## src/rtl/tx_port_dispatcher.sv

```systemverilog
// N-port transmit dispatcher: replicates a flagged 134-bit packet stream onto per-port FIFOs.
// Optional per-port packet counters are built when TX_DISPATCH_STATS_EN is defined.
module tx_port_dispatcher #(
    parameter int unsigned PORT_NUM        = 4,
    parameter int unsigned DATA_W          = 134,
    parameter int unsigned USEDW_W         = 7,
    parameter int unsigned ADMIT_MAX_USEDW = 31
) (
    input  logic                        i_clk,
    input  logic                        i_rst_n,
    input  logic [DATA_W-1:0]           iv_data,
    input  logic                        i_data_wr,
    input  logic [PORT_NUM-1:0]         iv_outport,
    output logic                        o_data_ready,
    input  logic [PORT_NUM*USEDW_W-1:0] iv_fifo_usedw,
    output logic [PORT_NUM*DATA_W-1:0]  ov_data,
    output logic [PORT_NUM-1:0]         ov_data_wr,
    output logic                        o_frame_err,
    output logic [15:0]                 ov_drop_cnt,
    output logic [PORT_NUM*32-1:0]      ov_pkt_cnt
);

    typedef enum logic [1:0] {StIdle, StFwd, StDrop} state_e;

    state_e                       state_q, state_d;
    logic [PORT_NUM-1:0]          mask_q, mask_d;
    logic [PORT_NUM*DATA_W-1:0]   data_q, data_d;
    logic [PORT_NUM-1:0]          wr_q, wr_d;
    logic                         err_q, err_d;
    logic [15:0]                  drop_cnt_q, drop_cnt_d;
    logic [DATA_W-1:0]            word_d;
    logic [PORT_NUM-1:0]          port_room;
    logic [1:0]                   flags;
    logic                         is_head, is_tail, is_first;
    logic                         data_ready, accept, drop_inc;

    assign flags    = iv_data[DATA_W-1 -: 2];
    assign is_head  = flags[0];
    assign is_tail  = (flags == 2'b10);
    assign is_first = (flags == 2'b01);

    always_comb begin
        port_room = '0;
        for (int k = 0; k < PORT_NUM; k++) begin
            port_room[k] = (32'(iv_fifo_usedw[k*USEDW_W +: USEDW_W]) <= ADMIT_MAX_USEDW);
        end
    end

    // Only a head with a nonempty bitmap can be held back; unselected ports never block.
    always_comb begin
        data_ready = 1'b1;
        if (state_q == StIdle && is_head && (|iv_outport)) begin
            data_ready = &(port_room | ~iv_outport);
        end
    end

    assign o_data_ready = data_ready;
    assign accept       = i_data_wr & data_ready;

    always_comb begin
        state_d  = state_q;
        mask_d   = mask_q;
        wr_d     = '0;
        err_d    = 1'b0;
        drop_inc = 1'b0;
        word_d   = iv_data;
        if (accept) begin
            unique case (state_q)
                StIdle: begin
                    if (!is_head) begin
                        err_d = 1'b1;
                    end else if (|iv_outport) begin
                        mask_d  = iv_outport;
                        wr_d    = iv_outport;
                        state_d = is_first ? StFwd : StIdle;
                    end else begin
                        drop_inc = 1'b1;
                        state_d  = is_first ? StDrop : StIdle;
                    end
                end
                StFwd: begin
                    wr_d = mask_q;
                    if (is_head) begin
                        // Missing tail: close the current packet, lose the new one.
                        word_d[DATA_W-1 -: 2] = 2'b10;
                        err_d   = 1'b1;
                        state_d = StIdle;
                    end else if (is_tail) begin
                        state_d = StIdle;
                    end
                end
                StDrop: begin
                    if (is_head) begin
                        err_d   = 1'b1;
                        state_d = StIdle;
                    end else if (is_tail) begin
                        state_d = StIdle;
                    end
                end
                default: state_d = StIdle;
            endcase
        end
    end

    always_comb begin
        data_d = data_q;
        for (int k = 0; k < PORT_NUM; k++) begin
            if (wr_d[k]) begin
                data_d[k*DATA_W +: DATA_W] = word_d;
            end
        end
        drop_cnt_d = (drop_inc && drop_cnt_q != 16'hFFFF) ? drop_cnt_q + 16'd1 : drop_cnt_q;
    end

    always_ff @(posedge i_clk or negedge i_rst_n) begin
        if (!i_rst_n) begin
            state_q    <= StIdle;
            mask_q     <= '0;
            data_q     <= '0;
            wr_q       <= '0;
            err_q      <= 1'b0;
            drop_cnt_q <= '0;
        end else begin
            state_q    <= state_d;
            mask_q     <= mask_d;
            data_q     <= data_d;
            wr_q       <= wr_d;
            err_q      <= err_d;
            drop_cnt_q <= drop_cnt_d;
        end
    end

    assign ov_data     = data_q;
    assign ov_data_wr  = wr_q;
    assign o_frame_err = err_q;
    assign ov_drop_cnt = drop_cnt_q;

`ifdef TX_DISPATCH_STATS_EN
    logic [PORT_NUM*32-1:0] pkt_cnt_q, pkt_cnt_d;

    // Counted alongside the strobe; flag bit DATA_W-1 marks tail, single and forced tail.
    always_comb begin
        pkt_cnt_d = pkt_cnt_q;
        for (int k = 0; k < PORT_NUM; k++) begin
            if (wr_d[k] && word_d[DATA_W-1]) begin
                pkt_cnt_d[k*32 +: 32] = pkt_cnt_q[k*32 +: 32] + 32'd1;
            end
        end
    end

    always_ff @(posedge i_clk or negedge i_rst_n) begin
        if (!i_rst_n) begin
            pkt_cnt_q <= '0;
        end else begin
            pkt_cnt_q <= pkt_cnt_d;
        end
    end

    assign ov_pkt_cnt = pkt_cnt_q;
`else
    assign ov_pkt_cnt = '0;
`endif

endmodule

```

## config.mk

```make
export PLATFORM = sky130hd
export DESIGN_NAME = tx_port_dispatcher
export DESIGN_NICKNAME = d
export VERILOG_FILES = /design/src/rtl/tx_port_dispatcher.sv
export SDC_FILE = /design/constraint.sdc
export NUM_CORES = 1
export LEC_CHECK = 0
export ABC_AREA = 1
export CORE_AREA = 4 4 326 328
export DETAILED_ROUTE_END_ITERATION = 8
export DIE_AREA = 0 0 330 332
export PLACE_DENSITY_LB_ADDON = 0.05
export REMOVE_ABC_BUFFERS = 1
export SYNTH_ARGS = -nofsm -noshare
export SYNTH_HDL_FRONTEND = slang
export SYNTH_SLANG_ARGS = --single-unit
export TNS_END_PERCENT = 10
```

## constraint.sdc

```tcl
create_clock -name i_clk -period 2.4 [get_ports i_clk]
set_clock_uncertainty 0.2 [all_clocks]
set_input_delay 0.48 -clock i_clk [delete_from_list [all_inputs] [get_ports i_clk]]
set_output_delay 0.48 -clock i_clk [all_outputs]
set_load 0.02 [all_outputs]
```

==> out/summary.md <==
Critical path arrival: 1.71 ns. The buffer cell driving the clock tree root was sky130_fd_sc_hd__clkbuf_16. The average detailed-routed wire length per instance came out at 20.37 um.

From bottom edge to top edge, the die measures 332 um. Counting the fill cells in the layout gives 10696. CTS saw 563 sinks. The tools report the final HPWL from detailed placement as 72380 um. The synthesized instance count was 2604; the number of violations reported at the end of detailed-routing iteration 0 was 1093. The area after detailed placement came out at 32210 sq um. The async set or reset register ratio after synthesis came out at 1.000. In the synthesized netlist the dominant register cell turns out to be sky130_fd_sc_hd__dfrtp_1. The growth of design area from synthesis to finish came out at 51.26%. The logs give 142900 um for the first-pass GRT wire length and 28 for the count of distinct cell types in the synthesized netlist. In this run the tool buffered the top-level ports with 706 buffer cells. By count the netlist is led by sky130_fd_sc_hd__nand2_1 (1666), sky130_fd_sc_hd__dfrtp_1 (563), sky130_fd_sc_hd__buf_4 (133).

The die footprint is 109600 sq um. The worst setup path is captured at a primary output. The count of state elements after synthesis was 563; the total DRC errors in the routed layout was 0. The tools report the number of global-route vias before repair as 20022.

Critical register-to-register path startpoint: state_q[0]. The total of max-cap violations came out at 0. Clock-pin slew was measured on the worst setup and hold paths at 0.06 ns. The tools report the number of placed I/O pins as 855.

The clock passes through at most 3 buffers. The total power divided by cell area was 1460 nW/um^2; the mean instance size in the synthesized netlist was 8.741 sq um. The combinational group share of total power was 0.457; the detailed-routing iteration count for the pre-antenna-repair pass was 5.

Across all register-to-register paths, the minimum setup slack is 0.12 ns. The reported net switching power was 20.28 mW. Most frequent cell after synthesis: sky130_fd_sc_hd__nand2_1. Setup violations remaining at the end of the flow were counted as 0. The run gives 0 as the residual overflow from global routing. The run gives 71 as the total CTS buffers.

The library cell with the largest summed area after synthesis was sky130_fd_sc_hd__dfrtp_1. The run finished with clean final reports. Capturing point of the worst reg2reg path: ov_data[225]. For the relative contribution of sequential cells to total power, the log shows 0.332.

For the effective utilization at floorplan, the log shows 0.2205. The congestion estimate from routability-driven global placement came to 0.7881. The tools report the peak supply drop as 722.4 uV. The number of hold violations in the final report is 0. The switching portion of total power was 0.4037; the maximum number of pins on one net before global-route repair was 66. The number of max-slew violations in the final report was 0.

The clock period minus final worst setup slack is 2.393 ns, and the setup TNS is 0 ns. Summing all multi-input logic gate instances after layout gives 7406 sq um. STA classifies the critical path startpoint as a flop. Row generation in the floorplan step produced 118 rows. In this run the horizontal extent of the chip is 330 um. The min-delay analysis places its worst path in the category in -> async.

Detailed routing inserted a total of 19405 vias. The kind of critical path was reg -> out. Derived from the worst setup path, the maximum achievable clock frequency is 418.0 MHz. The sequential-to-total area share from yosys stat was 0.6190; the number of synthesized flops with an enable pin was 0. Using the TritonRoute via totals, the vias-per-cell ratio works out to 4.004. TritonCTS built the clock tree. After layout, the design draws a total of 50.25 mW. The core region is 103200 sq um.

After routing the design area is 34430 sq um. The share of post-route cells with drive strength above 1 came out at 0.07850. Across all hold checks on the routed design, the worst slack comes to 0.1546 ns.

The analysis attributes to cell leakage a power of 17.67 nW. The length in cells of the worst reg-to-reg path was 11; the cell area after synthesis was 22760 sq um. For the initial antenna violation count, the log shows 6. The clock power share is 0.211, and the number of H-tree levels is 3. For the worst-skew pair, the clock arrives at the later sink with an insertion delay of 0.61 ns. The sequential cells in the finished layout cover a total of 14090 sq um.

The remaining number of nets flagged by the antenna check after routing is 0. Cell internal power was estimated by the tool at 29.96 mW. The final cycle utilization of the critical path is 0.9969, and the all-layer global routing usage is 0.1749.

Setup repair after global routing could not meet its margin everywhere. For the worst setup path, the data required time is 1.72 ns. After synthesis, the cell types taking the most area are sky130_fd_sc_hd__dfrtp_1 (62%), sky130_fd_sc_hd__nand2_1 (27%), sky130_fd_sc_hd__buf_4 (4.4%). The fraction of synthesized cell area taken by the top area cell type was 0.6190.

Wires add up to 98730 um. During synthesis, Yosys emitted a total of 0 warnings. Of all nets on the critical path, the largest fanout is 3. The net count of the finished layout is 3587.
[kinds of logic (layout without fill, tap and decap cells)]
family | count (synthesis) | in the layout | synth area share
compound gates | 15 | 15 | 0.004398
xor+xnor | 14 | 14 | 0.005387
fa+ha+maj | 3 | 3 | 0.001649
buf+inv | 269 | 1003 | 0.07779
flops | 563 | 563 | 0.6190
other cells | 1 | 130 | 0.0001648
simple gates | 1739 | 1739 | 0.2916
[critical path: stages, from the launching register on]
cell and delay, ns:
sky130_fd_sc_hd__dfrtp_1 0.40, sky130_fd_sc_hd__inv_2 0.08, sky130_fd_sc_hd__ha_4 0.15, sky130_fd_sc_hd__nand2_4 0.06, sky130_fd_sc_hd__a31oi_4 0.17, sky130_fd_sc_hd__nand2_2 0.09, sky130_fd_sc_hd__buf_6 0.14
[sequential cells by signal (all words and copies together) (netlist names)]
| signal | count |
|---|---|
| ov_data | 536 |
| ov_drop_cnt | 16 |
| mask_q | 4 |
| ov_data_wr | 4 |
| state_q | 2 |
| o_frame_err | 1 |
[area by class of cell]
cell class,instances,share of cell area
clock buffers,105,0.06040
flip-flops and latches,563,0.4092
repair buffers,857,0.2567
diodes,2,0.0001454
well taps,1380,0.05015
multi-input cells,1899,0.2151
clock inverters,18,0.005197
inverters,23,0.003089
[how the worst max path moves through the flow]
stage	from	endpoint	slack, ns	depth (start not counted)
after floorplan	state_q[0]	ov_data[534]	-2.54	9
final	state_q[0]	o_data_ready	0.007	6
after detailed placement	iv_data[132]	ov_data[139]	-0.35	10
after CTS	state_q[0]	o_data_ready	-0.12	6
after global placement	iv_data[132]	ov_data[139]	-0.33	10
after global routing	state_q[0]	o_data_ready	-0.07	6
[placed cells by master, fill, tap and decap left out, types with 2 or more instances in the layout]
cell type and count:
sky130_fd_sc_hd__nor2_1 29, sky130_fd_sc_hd__buf_6 2, sky130_fd_sc_hd__nor3_1 3, sky130_fd_sc_hd__bufinv_16 3, sky130_fd_sc_hd__inv_1 15, sky130_fd_sc_hd__nand3_1 32
sky130_fd_sc_hd__dfrtp_1 563, sky130_fd_sc_hd__ha_1 2, sky130_fd_sc_hd__clkbuf_8 9, sky130_fd_sc_hd__o22ai_1 4, sky130_fd_sc_hd__xor2_1 8, sky130_fd_sc_hd__clkbuf_1 21
sky130_fd_sc_hd__dlygate4sd2_1 114, sky130_fd_sc_hd__nand3_4 4, sky130_fd_sc_hd__inv_6 7, sky130_fd_sc_hd__clkbuf_16 75, sky130_fd_sc_hd__conb_1 128, sky130_fd_sc_hd__inv_2 4
sky130_fd_sc_hd__dlymetal6s2s_1 13, sky130_fd_sc_hd__diode_2 2, sky130_fd_sc_hd__o21ai_0 8, sky130_fd_sc_hd__xnor2_1 6, sky130_fd_sc_hd__clkinv_2 11, sky130_fd_sc_hd__nand2_1 1665
sky130_fd_sc_hd__clkdlybuf4s50_1 577, sky130_fd_sc_hd__buf_4 91, sky130_fd_sc_hd__buf_12 57
[through the flow]
stage / instances / utilization / setup WS, ns
floorplan: 2485 / - / -2.542
global placement: 4718 / 0.3121 / -0.3294
detailed placement: 4718 / 0.3121 / -0.3455
CTS: 4842 / 0.3328 / -0.1171
global route: 4846 / 0.3336 / -0.07465
finish: 4847 / 0.3336 / 0.007495
[metal layers]
layer	GRT usage	routed length (um)
met3	0.06177	8739
met1	0.2073	39580
met4	0.06021	3079
met2	0.2934	47320
met5	0	13
[power groups by stage]
stage          logic, mW  clock network, mW  registers (mW)
6_report            23.0               10.6            16.7
5_1_grt             24.6               11.4            17.2
4_1_cts             23.5               11.0            16.7
3_5_place_dp        23.9                  0            16.8
3_3_place_gp        23.9                  0            16.7
2_1_floorplan       4.47                  0            22.0
[timing repair]
| action | in CTS | in global routing |
|---|---|---|
| resized for setup | 124 | 18 |
| endpoints found under the setup margin | 117 | 51 |
| hold endpoints to repair | 250 | 0 |
| hold buffers | 1 | 0 |
| setup buffers | 0 | 3 |
| pin swaps | 2 | 1 |
No activity file was read; power rests on OpenSTA's default activity.
